==> src/rtl/cpu_player.sv <==
// Computer opponent: LFSR-driven key presses with fixed hold and cooldown.
// Define CPU_PRESS_CNT_EN to build the saturating press_count register.
module cpu_player #(
  parameter int HOLD_CYCLES = 2,
  parameter int COOLDOWN    = 4,
  parameter int CNT_W       = 8
) (
  input  logic             Clock,
  input  logic             Reset,
  input  logic             enable,
  input  logic [8:0]       difficulty,
  output logic             press,
  output logic [9:0]       rand_q,
  output logic [CNT_W-1:0] press_count
);

  localparam int MAXC =
    (HOLD_CYCLES > COOLDOWN) ? HOLD_CYCLES : COOLDOWN;
  localparam int CW = (MAXC > 1) ? $clog2(MAXC) : 1;
  localparam logic [CW-1:0] HOLD_LD = CW'(HOLD_CYCLES - 1);
  localparam logic [CW-1:0] COOL_LD = CW'(COOLDOWN - 1);

  typedef enum logic [1:0] {
    IDLE,
    PRESS,
    GAP
  } state_t;

  state_t        state;
  state_t        state_n;
  logic [CW-1:0] cnt;
  logic [CW-1:0] cnt_n;
  logic [9:0]    q;
  logic          hit;
  logic          start;

  assign hit    = ({1'b0, difficulty} > q);
  assign rand_q = q;

  always_comb begin
    state_n = state;
    cnt_n   = cnt;
    start   = 1'b0;
    if (!enable) begin
      state_n = IDLE;
      cnt_n   = '0;
    end else begin
      case (state)
        IDLE: begin
          if (hit) begin
            state_n = PRESS;
            cnt_n   = HOLD_LD;
            start   = 1'b1;
          end
        end
        PRESS: begin
          if (cnt == '0) begin
            state_n = GAP;
            cnt_n   = COOL_LD;
          end else begin
            cnt_n = cnt - 1'b1;
          end
        end
        GAP: begin
          if (cnt == '0) begin
            state_n = IDLE;
          end else begin
            cnt_n = cnt - 1'b1;
          end
        end
        default: begin
          state_n = IDLE;
          cnt_n   = '0;
        end
      endcase
    end
  end

  // XNOR LFSR free-runs so randomness keeps evolving between rounds
  always_ff @(posedge Clock or negedge Reset) begin
    if (!Reset) begin
      q     <= '0;
      state <= IDLE;
      cnt   <= '0;
      press <= 1'b0;
    end else begin
      q     <= {q[8:0], ~(q[9] ^ q[6])};
      state <= state_n;
      cnt   <= cnt_n;
      press <= (state_n == PRESS);
    end
  end

`ifdef CPU_PRESS_CNT_EN
  logic [CNT_W-1:0] pc;

  always_ff @(posedge Clock or negedge Reset) begin
    if (!Reset) begin
      pc <= '0;
    end else if (start && (pc != '1)) begin
      pc <= pc + 1'b1;
    end
  end

  assign press_count = pc;
`else
  assign press_count = '0;
`endif

endmodule

==> config.mk <==
export PLATFORM = sky130hd
export DESIGN_NAME = cpu_player
export DESIGN_NICKNAME = d
export VERILOG_FILES = /design/src/rtl/cpu_player.sv
export SDC_FILE = /design/constraint.sdc
export NUM_CORES = 1
export LEC_CHECK = 0
export BUFFER_PORTS_ARGS = -buffer_cell sky130_fd_sc_hd__buf_2
export CORE_MARGIN = 5
export CORE_UTILIZATION = 43
export DETAILED_ROUTE_END_ITERATION = 10
export GPL_ROUTABILITY_DRIVEN = 1
export HOLD_SLACK_MARGIN = 0.05
export PLACE_DENSITY = 0.8
export SYNTH_ARGS = -nofsm -noshare
export SYNTH_HDL_FRONTEND = slang
export SYNTH_SLANG_ARGS = --single-unit
==> constraint.sdc <==
create_clock -name Clock -period 1.6 [get_ports Clock]
set_input_delay 0.08 -clock Clock [delete_from_list [all_inputs] [get_ports Clock]]
set_output_delay 0.08 -clock Clock [all_outputs]
set_load 0.03 [all_outputs]
# Word-level counts from Yosys, hierarchy flattened
# Index checks and enable logic that the tools add are counted.
# word_totals
ff_bits,15
# classes
add_sub_neg,1
order_cmp,1
eq_ne,5
mux,10
n_bitwise,2
reduce_logical,3
# ops
op,n
$mux W2,8
$pmux W2 S3,2
$gt A9 B10 Y1,1
$ne A3 B3 Y1 const B,2
$eq A2 B1 Y1 const B,2
$logic_not A2 Y1,2
$eq A2 B2 Y1 const B,1
$reduce_and A2 Y1,1
$sub A2 B1 Y2 const B,1
$not A1 Y1,1
$xor A1 B1 Y1,1

# Depth between registers and ports, before layout
# Gate-level depths: netlist of run 1.
# depth
word_depth,5
depth_mapped,7

# Worst setup path after synthesis of run 1
# Ideal clock, no wire load.
# synth_path
path_kind,reg2reg
start,reg q[4] (netlist: rand_q[4])
end,reg cnt[1]
setup_time_ns,0.121
arrival_ns,1.838
slack_ns,-0.359
stages_incl_launch_ff,8
n_path_buf,0
cell_sequence,dfrtp_1 -> inv_1 -> ha_1 -> and4_4 -> a311oi_2 -> o32ai_1 -> and4bb_1 -> a22o_1
# synth_via
elab_chain_cells,3
# synth_lines
element,line_no,rtl
start: declaration,33,logic [9:0] q;
start signal: assignment,87,"q <= {q[8:0], ~(q[9] ^ q[6])};"
$gt A9 B10 Y1,37,"assign hit = ({1'b0, difficulty} > q);"
$ne A3 B3 Y1 (no source line),n/a,
$reduce_and A2 Y1 (no source line),n/a,
end signal: assignment,89,cnt <= cnt_n;
end: declaration,31,logic [CW-1:0] cnt;
# Every way passes these cells.
# A chain may end at the register's enable or synchronous reset.

# Worst setup path in the final report of run 1
# layout_path
start,reg q[5] (netlist: rand_q[5])
end,reg cnt[1]
# Same word-level chain as after synthesis.

==> results.md, run 1 <==
- Critical Path End Type: flop
- H-tree levels: 1
- Ports: 31
- Final Hold Violating Endpoints: 0
- Hold crit path type: input port to flop
- Max VDD drop: 0.000432 V
- Inserted Diodes: 0
- Cell internal pwr: 539 uW
- Cells after synthesis: 79
- Dpl ws: -0.183 ns
- Worst-path fanout max: 3
- Initial antenna violation count: 0
- Die area: 0.00297 mm^2
- Met1 wire length: 753 um
- Sequence of cells on the critical path: inv_2 > ha_4 > and4_4 > a311oi_2 > o32ai_2 > and4bb_1 > a22o_1
- Final setup skew: 0.00174 ns
- Crit path kind: flop to flop
- Worst skew pair latency: 0.27 ns
- Failing checks: negative setup slack
- Antenna viol nets, final: 0
- First-pass GRT wire length: 3.01 mm
- Syn_area_per_cell: 10.8 um^2
- Sequential area share after synthesis: 44.1%
- Fin util: 60.9%
- Post-route minimum period: 1.78 ns
- Buffers and inverters on the worst path: 1
- Sequential share of power: 52.4%
- Area of the multi-input gates: 480 um^2
- Cell Area, Synth: 851 um^2
- Share of layout cells above drive strength 1: 52.6%
- Critical Path Start Type: flop
- Yosys cell types: 27
- Seq cells post-synth: 15
- Power share of the clock group: 28.6%
- Final Max Slew Viols: 0
- Max Cap Viol: 0
- Sink Count: 15
- DR vias/cell: 4.71
- Max incr delay on CP: 0.41 ns
- Syn. warnings: 0
- Final instance count without filler cells: 143
- Wire per inst: 12.6 um
- Highest routed layer: met3
- P_leak: 0.000572 uW
- # DRC: 0
- Initial DRC count: 7
- RePlAce Congestion: 0.782
- CP top delay family: compound AO/OA/AOI/OAI gates
- Setup TNS: -0.663 ns
- Initial Util: 44.3%
- Core Region: 0.00192 mm^2
- HP Start: enable
- Comb pwr share: 19.0%
- Total Wirelength: 1.80 mm
- Synth top area share: 44.1%
- 1st-pass router iterations: 4
- Clk root buf: clkbuf_4
- Final setup viols: 4
- Worst setup margin: -0.180 ns
- DIE HEIGHT: 54.5 um
- WP data arrival: 1.95 ns
- Area Growth Syn to Fin: 37.5%
- Layout net count: 139
- Pin count of the biggest net entering global routing: 16
- Fill count: 174
- Clock Tree Buf Depth: 2
- Dominant cell type by area after synthesis: dfrtp_1
- Unrepaired setup endpoints after global routing: yes
- Run status: finished with violations
- Reg2reg start: rand_q[5]
- Placed insts: 138
- Main area contributors after synthesis: dfrtp_1 44%, ha_1 15%, buf_4 7.1%
- Sw power: 208 uW
- Tcrit/Tclk final: 111%
- CTS buffer count: 3
- CTS tree: yes
- Sequential cell area: 385 um^2
- GRT Overall Usage: 14.0%
- Cell row count: 16
- HPWL Detailed: 1.54 mm
- Clk pin slew, worst setup/hold paths: 0.09 ns
- Port bufs: 22
- Vias in the first global route: 732
- WL met2: 937 um
- Met3 wire length: 112 um
- Die Width: 54.5 um
- Critical path required time: 1.77 ns
- Max Freq: 562 MHz
- Power per cell area: 639 mW/mm^2
- Sw Share: 27.9%
- CP max stage cell: dfrtp_2
- Critical path origin: rand_q[5]
- Vias: 674
- Gr ovfl total: 0
[power groups by stage]
stage / clock network [uW] / logic (uW) / registers (uW)
after global routing: 234 / 160 / 393
after global placement: 0 / 132 / 399
after CTS: 216 / 143 / 392
after detailed placement: 0 / 140 / 399
after floorplan: 0 / 106 / 401
final: 213 / 142 / 392
[per-stage QoR]
step	hold slack, ns	power (uW)	area, um^2
2_1_floorplan	-0.216	508	962
3_3_place_gp	0.00610	531	1130
3_5_place_dp	0.00992	539	1130
4_1_cts	0.0927	751	1170
5_1_grt	0.110	788	1170
6_report	0.0944	747	1170
[logic make-up (layout without fill, tap and decap cells)]
kind of cell,count (synthesis),count (layout),share of synthesized area [%]
buf+inv,19,49,11.9
mux,3,3,3.68
flops,15,15,44.1
other cells,1,8,0.441
fa+ha+maj,10,10,14.7
compound gates,13,13,11.5
xor+xnor,1,1,1.03
simple gates,17,17,12.6
[sequential cells by signal (all words and copies together), names as in the netlist]
signal	cells
state	2
rand_q	10
cnt	2
press	1
[cell usage in the layout (no fill, tap or decap), types with 2 or more instances in the layout]
cell type  Yosys  layout
buf_2          0      22
buf_4          8      11
conb_1         1       8
dfrtp_2        0       8
dfrtp_1       15       7
inv_1         11       6
inv_2          0       5
ha_1          10       5
ha_4           0       5
nand2_1        3       3
nor2_1         3       3
o21ai_0        3       3
clkbuf_4       0       3
a21oi_1        2       2
nor2b_1        2       2
nand3_1        2       2
nor3b_2        0       2
mux2i_1        2       2
[area by class of cell]
cell class / count / share of cell area, %
multi-input cells: 52 / 41.1
inverters: 11 / 3.53
flip-flops and latches: 15 / 32.9
repair buffers: 34 / 17.3
clock buffers: 4 / 2.25
well taps: 27 / 2.89
[synth_stat cells (all sizes together)]
cell type	number
inv	11
ha	10
o21ai	4
a22o	1
and4	1
o21bai	1
nand3	2
a21boi	1
conb	1
and4bb	1
buf	8
nand3b	1
a311oi	1
nor2b	2
nor2	3
mux2i	2
dfrtp	15
nor3b	3
o32ai	1
a211oi	1
a21oi	2
mux2	1
o21a	1
xnor2	1
nand2	3
or3b	1
[what timing repair did]
| item | CTS | global route |
|---|---|---|
| resized for setup | 1 | 0 |
| setup endpoints to repair | 4 | 4 |
| hold endpoints to repair | 15 | 0 |
| pin swaps | 1 | 0 |
| setup buffers | 0 | 0 |
| hold buffers | 1 | 0 |
[metal layers]
metal / GRT usage [%] / vias to the layer above
met5: 0 / -
met4: 2.49 / 0
met3: 3.27 / 0
met2: 27.1 / 19
met1: 15.3 / 328
li1: - / 327
[worst paths after layout]
check                       endpoint  slack (ns)  cells past startpoint
max                           cnt[1]       -0.18                      7
min                         state[1]        0.09                      2
max reg2reg                   cnt[1]       -0.18                      7
min reg2reg                rand_q[9]        0.49                      1
max in group asynchronous  rand_q[5]        1.10                      2
min in group asynchronous   state[1]        0.23                      2
Power figures use the tool's default switching activity.
==> run 2, diff against run 1 <==
--- a/config.mk
+++ b/config.mk
@@ -5,13 +5,14 @@
 export SDC_FILE = /design/constraint.sdc
 export NUM_CORES = 1
 export LEC_CHECK = 0
+export ABC_AREA = 1
 export BUFFER_PORTS_ARGS = -buffer_cell sky130_fd_sc_hd__buf_2
 export CORE_MARGIN = 5
 export CORE_UTILIZATION = 43
 export DETAILED_ROUTE_END_ITERATION = 10
 export GPL_ROUTABILITY_DRIVEN = 1
 export HOLD_SLACK_MARGIN = 0.05
-export PLACE_DENSITY = 0.8
+export PLACE_DENSITY = 0.79
 export SYNTH_ARGS = -nofsm -noshare
 export SYNTH_HDL_FRONTEND = slang
 export SYNTH_SLANG_ARGS = --single-unit
==> run 2 against run 1 <==
- the run now ends clean
- sequential share of layout area rose by 1.7 points
- critical endpoint unchanged
- routed wire length fell by 1.7%
- critical path depth rose by 4
- worst setup slack improved by 0.30 ns
- power fell by 2.3%
- fmax rose by 20%
- die area rose by 3.0%
- clock skew rose by 0.0010 ns
- count of clock-buffer cells in the layout did not move
- combinational power fell by 13%
- critical path type unchanged
==> results.md, run 2 <==
- Critical path origin: rand_q[6]
- H-tree levels: 1
- Seq cells post-synth: 15
- Clk pin slew, worst setup/hold paths: 0.09 ns
- Setup TNS: 0 ns
- Main area contributors after synthesis: dfrtp_1 43%, ha_1 14%, inv_1 8.9%
- Reg2reg start: rand_q[6]
- Synth top area share: 42.6%
- Power per cell area: 673 mW/mm^2
- Worst Hold End: state[1]
- P_leak: 0.000598 uW
- Worst skew pair latency: 0.28 ns
- Sequential share of power: 53.3%
- Fill count: 199
- GRT Overall Usage: 12.5%
- HP Start: enable
- Die area: 0.00306 mm^2
- Cell internal pwr: 524 uW
- Area Growth Syn to Fin: 22.8%
- Syn_area_per_cell: 8.65 um^2
- Tcrit/Tclk final: 92.7%
- Sw power: 206 uW
- Most common cell after layout, fill and taps aside: buf_2
- Run status: complete, no violations
- DR vias/cell: 4.66
- Sw Share: 28.2%
- Fin area: 0.00108 mm^2
- Sink Count: 15
- WP data arrival: 1.66 ns
- Initial DRC count: 8
- Worst R2R Setup Slack: 0.12 ns
- Met1 wire length: 711 um
- Worst-case reg-to-reg path depth: 11
- Syn. warnings: 0
- EDFF count, synth: 0
- Max reg flops: 10
- Reg-to-Reg End: cnt[1]
- Core Region: 0.00196 mm^2
- Critical Path End Type: flop
- Inserted Diodes: 0
- Total Wirelength: 1.77 mm
- Dominant cell type by area after synthesis: dfrtp_1
- Port bufs: 22
- Crit path kind: flop to flop
- First-pass GRT wire length: 3.05 mm
- DIE HEIGHT: 55.3 um
- Cells after synthesis: 102
- Share of layout cells above drive strength 1: 31.5%
- Final Hold Violating Endpoints: 0
- Final setup viols: 0
- RePlAce Congestion: 0.713
- Unrepaired setup endpoints after global routing: no
- Clock Tree Buf Depth: 2
- Dpl cell area: 992 um^2
- Critical Path Start Type: flop
- Final Max Slew Viols: 0
- Vias in the first global route: 780
- Power share of the clock group: 29.7%
- Met3 wire length: 104 um
- Layout net count: 153
- Max Cap Viol: 0
- WHS Path Cells: 3
- Max Freq: 674 MHz
- Wire per inst: 11.3 um
- Initial antenna violation count: 0
- Yosys cell types: 21
- Post-route minimum period: 1.48 ns
- Max VDD drop: 0.000411 V
- CTS tree: yes
- Clk root buf: clkbuf_4
- Primary FF master, synth: dfrtp_1
- Critical path required time: 1.78 ns
- CTS buffer count: 3
- HPWL Detailed: 1.45 mm
- Ports: 31
- WL met2: 899 um
- Pin count of the biggest net entering global routing: 16
- Hold crit path type: input port to flop
- Die Width: 55.3 um
- Synth async-reset ratio: 100%
- Sequential area share after synthesis: 42.6%
- # DRC: 0
- Synth cell count leaders: 21 x inv_1, 19 x nand2_1, 15 x dfrtp_1
- Most common cell in the netlist: inv_1
- Final setup skew: 0.00277 ns
- Antenna viol nets, final: 0
- Gr ovfl total: 0
- Highest routed layer: met4
- Comb pwr share: 17.0%
- Cell Area, Synth: 882 um^2
- Commonest cells after routing, fill and taps aside: 22 x buf_2, 20 x inv_1, 19 x nand2_1, 15 x dfrtp_1, 8 x conb_1
- 1st-pass router iterations: 4
- Vias: 732
- Cell row count: 16
- Initial Util: 45.0%
- Worst-path fanout max: 4
-- run 2: cell count changes after synthesis, sizes merged, moves of 2 or more --
cell,previous run,this run
inv,11,22
nand3,2,6
nor2b,2,0
nor3b,3,0
mux2i,2,0
nand2,3,23
-- run 2: cells by family (layout without fill, tap and decap cells) --
group           count (synthesis)  after routing  synth area share [%]
compound gates                  9              9                  6.24
xor+xnor                        1              1                 0.993
fa+ha+maj                      10             10                  14.2
buf+inv                        30             51                  16.2
flops                          15             15                  42.6
other cells                     1              8                 0.425
simple gates                   36             36                  19.4
-- run 2: worst max-delay path by stage --
stage,endpoint,slack [ns],cells after the start
after floorplan,cnt[0],0.01,11
after global placement,cnt[1],0.15,11
after detailed placement,cnt[1],0.04,11
after CTS,cnt[1],0.02,11
after global routing,cnt[1],0.005,12
final,cnt[1],0.12,11
-- run 2: power groups by stage --
| stage | sequential, uW | clock, uW | combinational [uW] |
|---|---|---|---|
| 2_1_floorplan | 399 | 0 | 93.9 |
| 3_3_place_gp | 396 | 0 | 112 |
| 3_5_place_dp | 396 | 0 | 119 |
| 4_1_cts | 389 | 230 | 121 |
| 5_1_grt | 390 | 246 | 140 |
| 6_report | 389 | 216 | 124 |
-- run 2: stage by stage --
stage	cells	hold WS, ns	util [%]	setup slack [ns]	total power [uW]
global placement	150	-0.000288	50.6	0.149	508
floorplan	109	-0.216	-	0.0127	493
detailed placement	150	0.00679	50.6	0.0407	515
global route	157	0.0896	55.2	0.00513	776
finish	157	0.0935	55.2	0.117	730
CTS	155	0.0849	52.4	0.0196	740
-- run 2: per-layer routing --
layer  up-vias  GRT usage [%]
met2        21           23.0
met3         6           3.50
met5         -              0
met1       346           12.0
li1        359              -
met4         0           7.64
-- run 2: what timing repair did --
item                       4_1_cts  5_1_grt
hold buffers                     1        0
hold endpoints to repair        15        0
setup buffers                    0        2
gates resized for setup          0        5
setup endpoints to repair        0        2
-- run 2: worst max-delay path, stage by stage (launching register included) --
cell	delay, ns
dfrtp_1	0.39
inv_1	0.06
ha_1	0.27
nand2_1	0.08
nor2_4	0.11
nand3_1	0.09
nand3_2	0.10
nand2_2	0.05
nand2_2	0.07
nand2_2	0.05
nand2_1	0.06
nand2_1	0.05
-- run 2: area by class of cell --
type / instances / area (um^2) / area share, %
clock buffer: 4 / 26.3 / 2.42
inverter: 22 / 82.6 / 7.62
multi-input combinational: 64 / 430 / 39.7
sequential: 15 / 375 / 34.6
tap: 27 / 33.8 / 3.12
timing repair buffer: 25 / 135 / 12.5
==> run 3, diff against run 2 <==
--- a/config.mk
+++ b/config.mk
@@ -8,7 +8,7 @@
 export ABC_AREA = 1
 export BUFFER_PORTS_ARGS = -buffer_cell sky130_fd_sc_hd__buf_2
 export CORE_MARGIN = 5
-export CORE_UTILIZATION = 43
+export CORE_UTILIZATION = 45
 export DETAILED_ROUTE_END_ITERATION = 10
 export GPL_ROUTABILITY_DRIVEN = 1
 export HOLD_SLACK_MARGIN = 0.05
==> constraint.sdc (replaced) <==
create_clock -name Clock -period 1.5 [get_ports Clock]
set_input_delay 0.075 -clock Clock [delete_from_list [all_inputs] [get_ports Clock]]
set_output_delay 0.075 -clock Clock [all_outputs]
set_load 0.03 [all_outputs]
==> run 3 against run 2 <==
- worst hold slack lost 0.025 ns
- critical path depth grew 1
- non-clock buffer count grew 2
- clock skew grew 0.0011 ns
- via count shrank 1.9%
- combinational power grew 16%
- sequential power grew 6.7%
- flip-flop and latch count is the same
- power grew 7.8%
- critical path type unchanged
- critical endpoint is now cnt[0]
- largest cell class unchanged
==> results.md, run 3 (synthesized netlist as in run 2, its figures left out) <==
- Run status: complete, no violations
- Reg2reg start: rand_q[5]
- Ports: 31
- Buffers and inverters on the worst path: 2
- Sequence of cells on the critical path: inv_2 > ha_4 > nand2_4 > inv_2 > nand2_1 > nand2_1 > nand2_1 > nand3_2 > nand2_2 > nand2_2 > nand3_1 > nand2_1
- Most common cell after layout, fill and taps aside: buf_2
- First-pass GRT wire length: 2.68 mm
- Core Region: 0.00192 mm^2
- Commonest cells after routing, fill and taps aside: 22 x buf_2, 17 x nand2_1, 16 x inv_1, 8 x conb_1, 8 x dfrtp_1
- Worst-path fanout max: 3
- Port bufs: 22
- CTS buffer count: 3
- Max Cap Viol: 0
- Worst Hold Slack: 0.0688 ns
- Initial Util: 45.9%
- WP data arrival: 1.62 ns
- Critical Path End Type: flop
- Share of layout cells above drive strength 1: 44.7%
- Unrepaired setup endpoints after global routing: yes
- Die area: 0.00295 mm^2
- Max incr delay on CP: 0.42 ns
- GR Util met1: 13.4%
- Final Hold Violating Endpoints: 0
- Crit path kind: flop to flop
- Cell row count: 16
- Power per cell area: 683 mW/mm^2
- Critical path required time: 1.68 ns
- Hold crit path type: input port to flop
- Antenna viol nets, final: 0
- DIE HEIGHT: 54.3 um
- Final setup skew: 0.00382 ns
- Tcrit/Tclk final: 95.8%
- Die Width: 54.3 um
- DR vias/cell: 4.52
- Clk root buf: clkbuf_4
- Wire per inst: 10.9 um
- Met3 Resource Use GR: 3.27%
- Pin count of the biggest net entering global routing: 16
- Total Wirelength: 1.74 mm
- Gr ovfl total: 0
- Critical path origin: rand_q[5]
- Placed insts: 151
- CTS tree: yes
- GRT Overall Usage: 13.0%
- # DRC: 0
- CP max stage cell: dfrtp_2
- Clk pin slew, worst setup/hold paths: 0.09 ns
- Fin util: 60.0%
- HPWL Detailed: 1.33 mm
- Final setup viols: 0
- RePlAce Congestion: 0.859
- 1st-pass router iterations: 4
- Vias: 718
- P_leak: 0.000603 uW
- Vias in the first global route: 705
- Initial DRC count: 12
- Sink Count: 15
- CP top delay family: simple AND/OR/NAND/NOR gates
- Layout net count: 155
- Initial antenna violation count: 0
- H-tree levels: 1
- Post-route minimum period: 1.44 ns
- Final instance count without filler cells: 159
- Area Growth Syn to Fin: 30.6%
- Clock Tree Buf Depth: 2
- Final Max Slew Viols: 0
- Met2 Track Usage GR: 24.1%
- HP Start: enable
- Busiest layer in global routing: met2
- Max Freq: 696 MHz
- Inserted Diodes: 0
- Max reg flops: 10
- Worst skew pair latency: 0.28 ns
- CP most frequent cell: nand2_1
- Critical Path Start Type: flop
- Max VDD drop: 0.000464 V
-- run 3: per-layer routing --
metal / wire [um] / vias to the layer above
met5: 0 / -
met4: 29 / 0
met3: 92 / 4
met2: 896 / 20
met1: 719 / 335
li1: - / 359
-- run 3: stage by stage --
stage          cell area [um^2]  setup WS, ns  TNS [ns]  total power, uW
5_1_grt                    1150       -0.0307   -0.0527              836
2_1_floorplan               920       0.00785         0              527
6_report                   1150        0.0634         0              787
3_3_place_gp               1010        0.0673         0              543
3_5_place_dp               1010      -0.00515  -0.00515              548
4_1_cts                    1050        0.0195         0              778
-- run 3: worst reg2reg max path: cells and delay by family, from the launching register on --
family	cells	cell delay (ns)
adders and majority gates	1	0.20
buffers and inverters	2	0.10
DFF	1	0.42
and+or+nand+nor	9	0.61
-- run 3: final timing paths --
kind / endpoint / slack, ns / cells after the start
worst min register to register: rand_q[3] / 0.40 / 0
max in group asynchronous: rand_q[4] / 1.00 / 2
min in group asynchronous: cnt[1] / 0.22 / 2
worst min-delay path: state[1] / 0.07 / 3
worst max-delay path: cnt[0] / 0.06 / 12
worst max register to register: cnt[0] / 0.06 / 12
-- run 3: repair_timing --
action | in CTS | in global routing
hold buffers | 1 | 0
hold endpoints to repair | 15 | 0
pin swaps | 0 | 8
endpoints found under the setup margin | 1 | 4
resized for setup | 0 | 15
setup buffers | 1 | 2
-- run 3: area by class of cell --
type	count	area (um^2)
clock buffers	4	26.3
fillers	166	769
inverters	22	82.6
multi-input cells	64	475
flip-flops and latches	15	384
well taps	27	33.8
repair buffers	27	150
-- run 3: power by group --
group,internal [uW],switching [uW]
sequential,411,4.07
clock,103,124
combinational,51.1,93.4
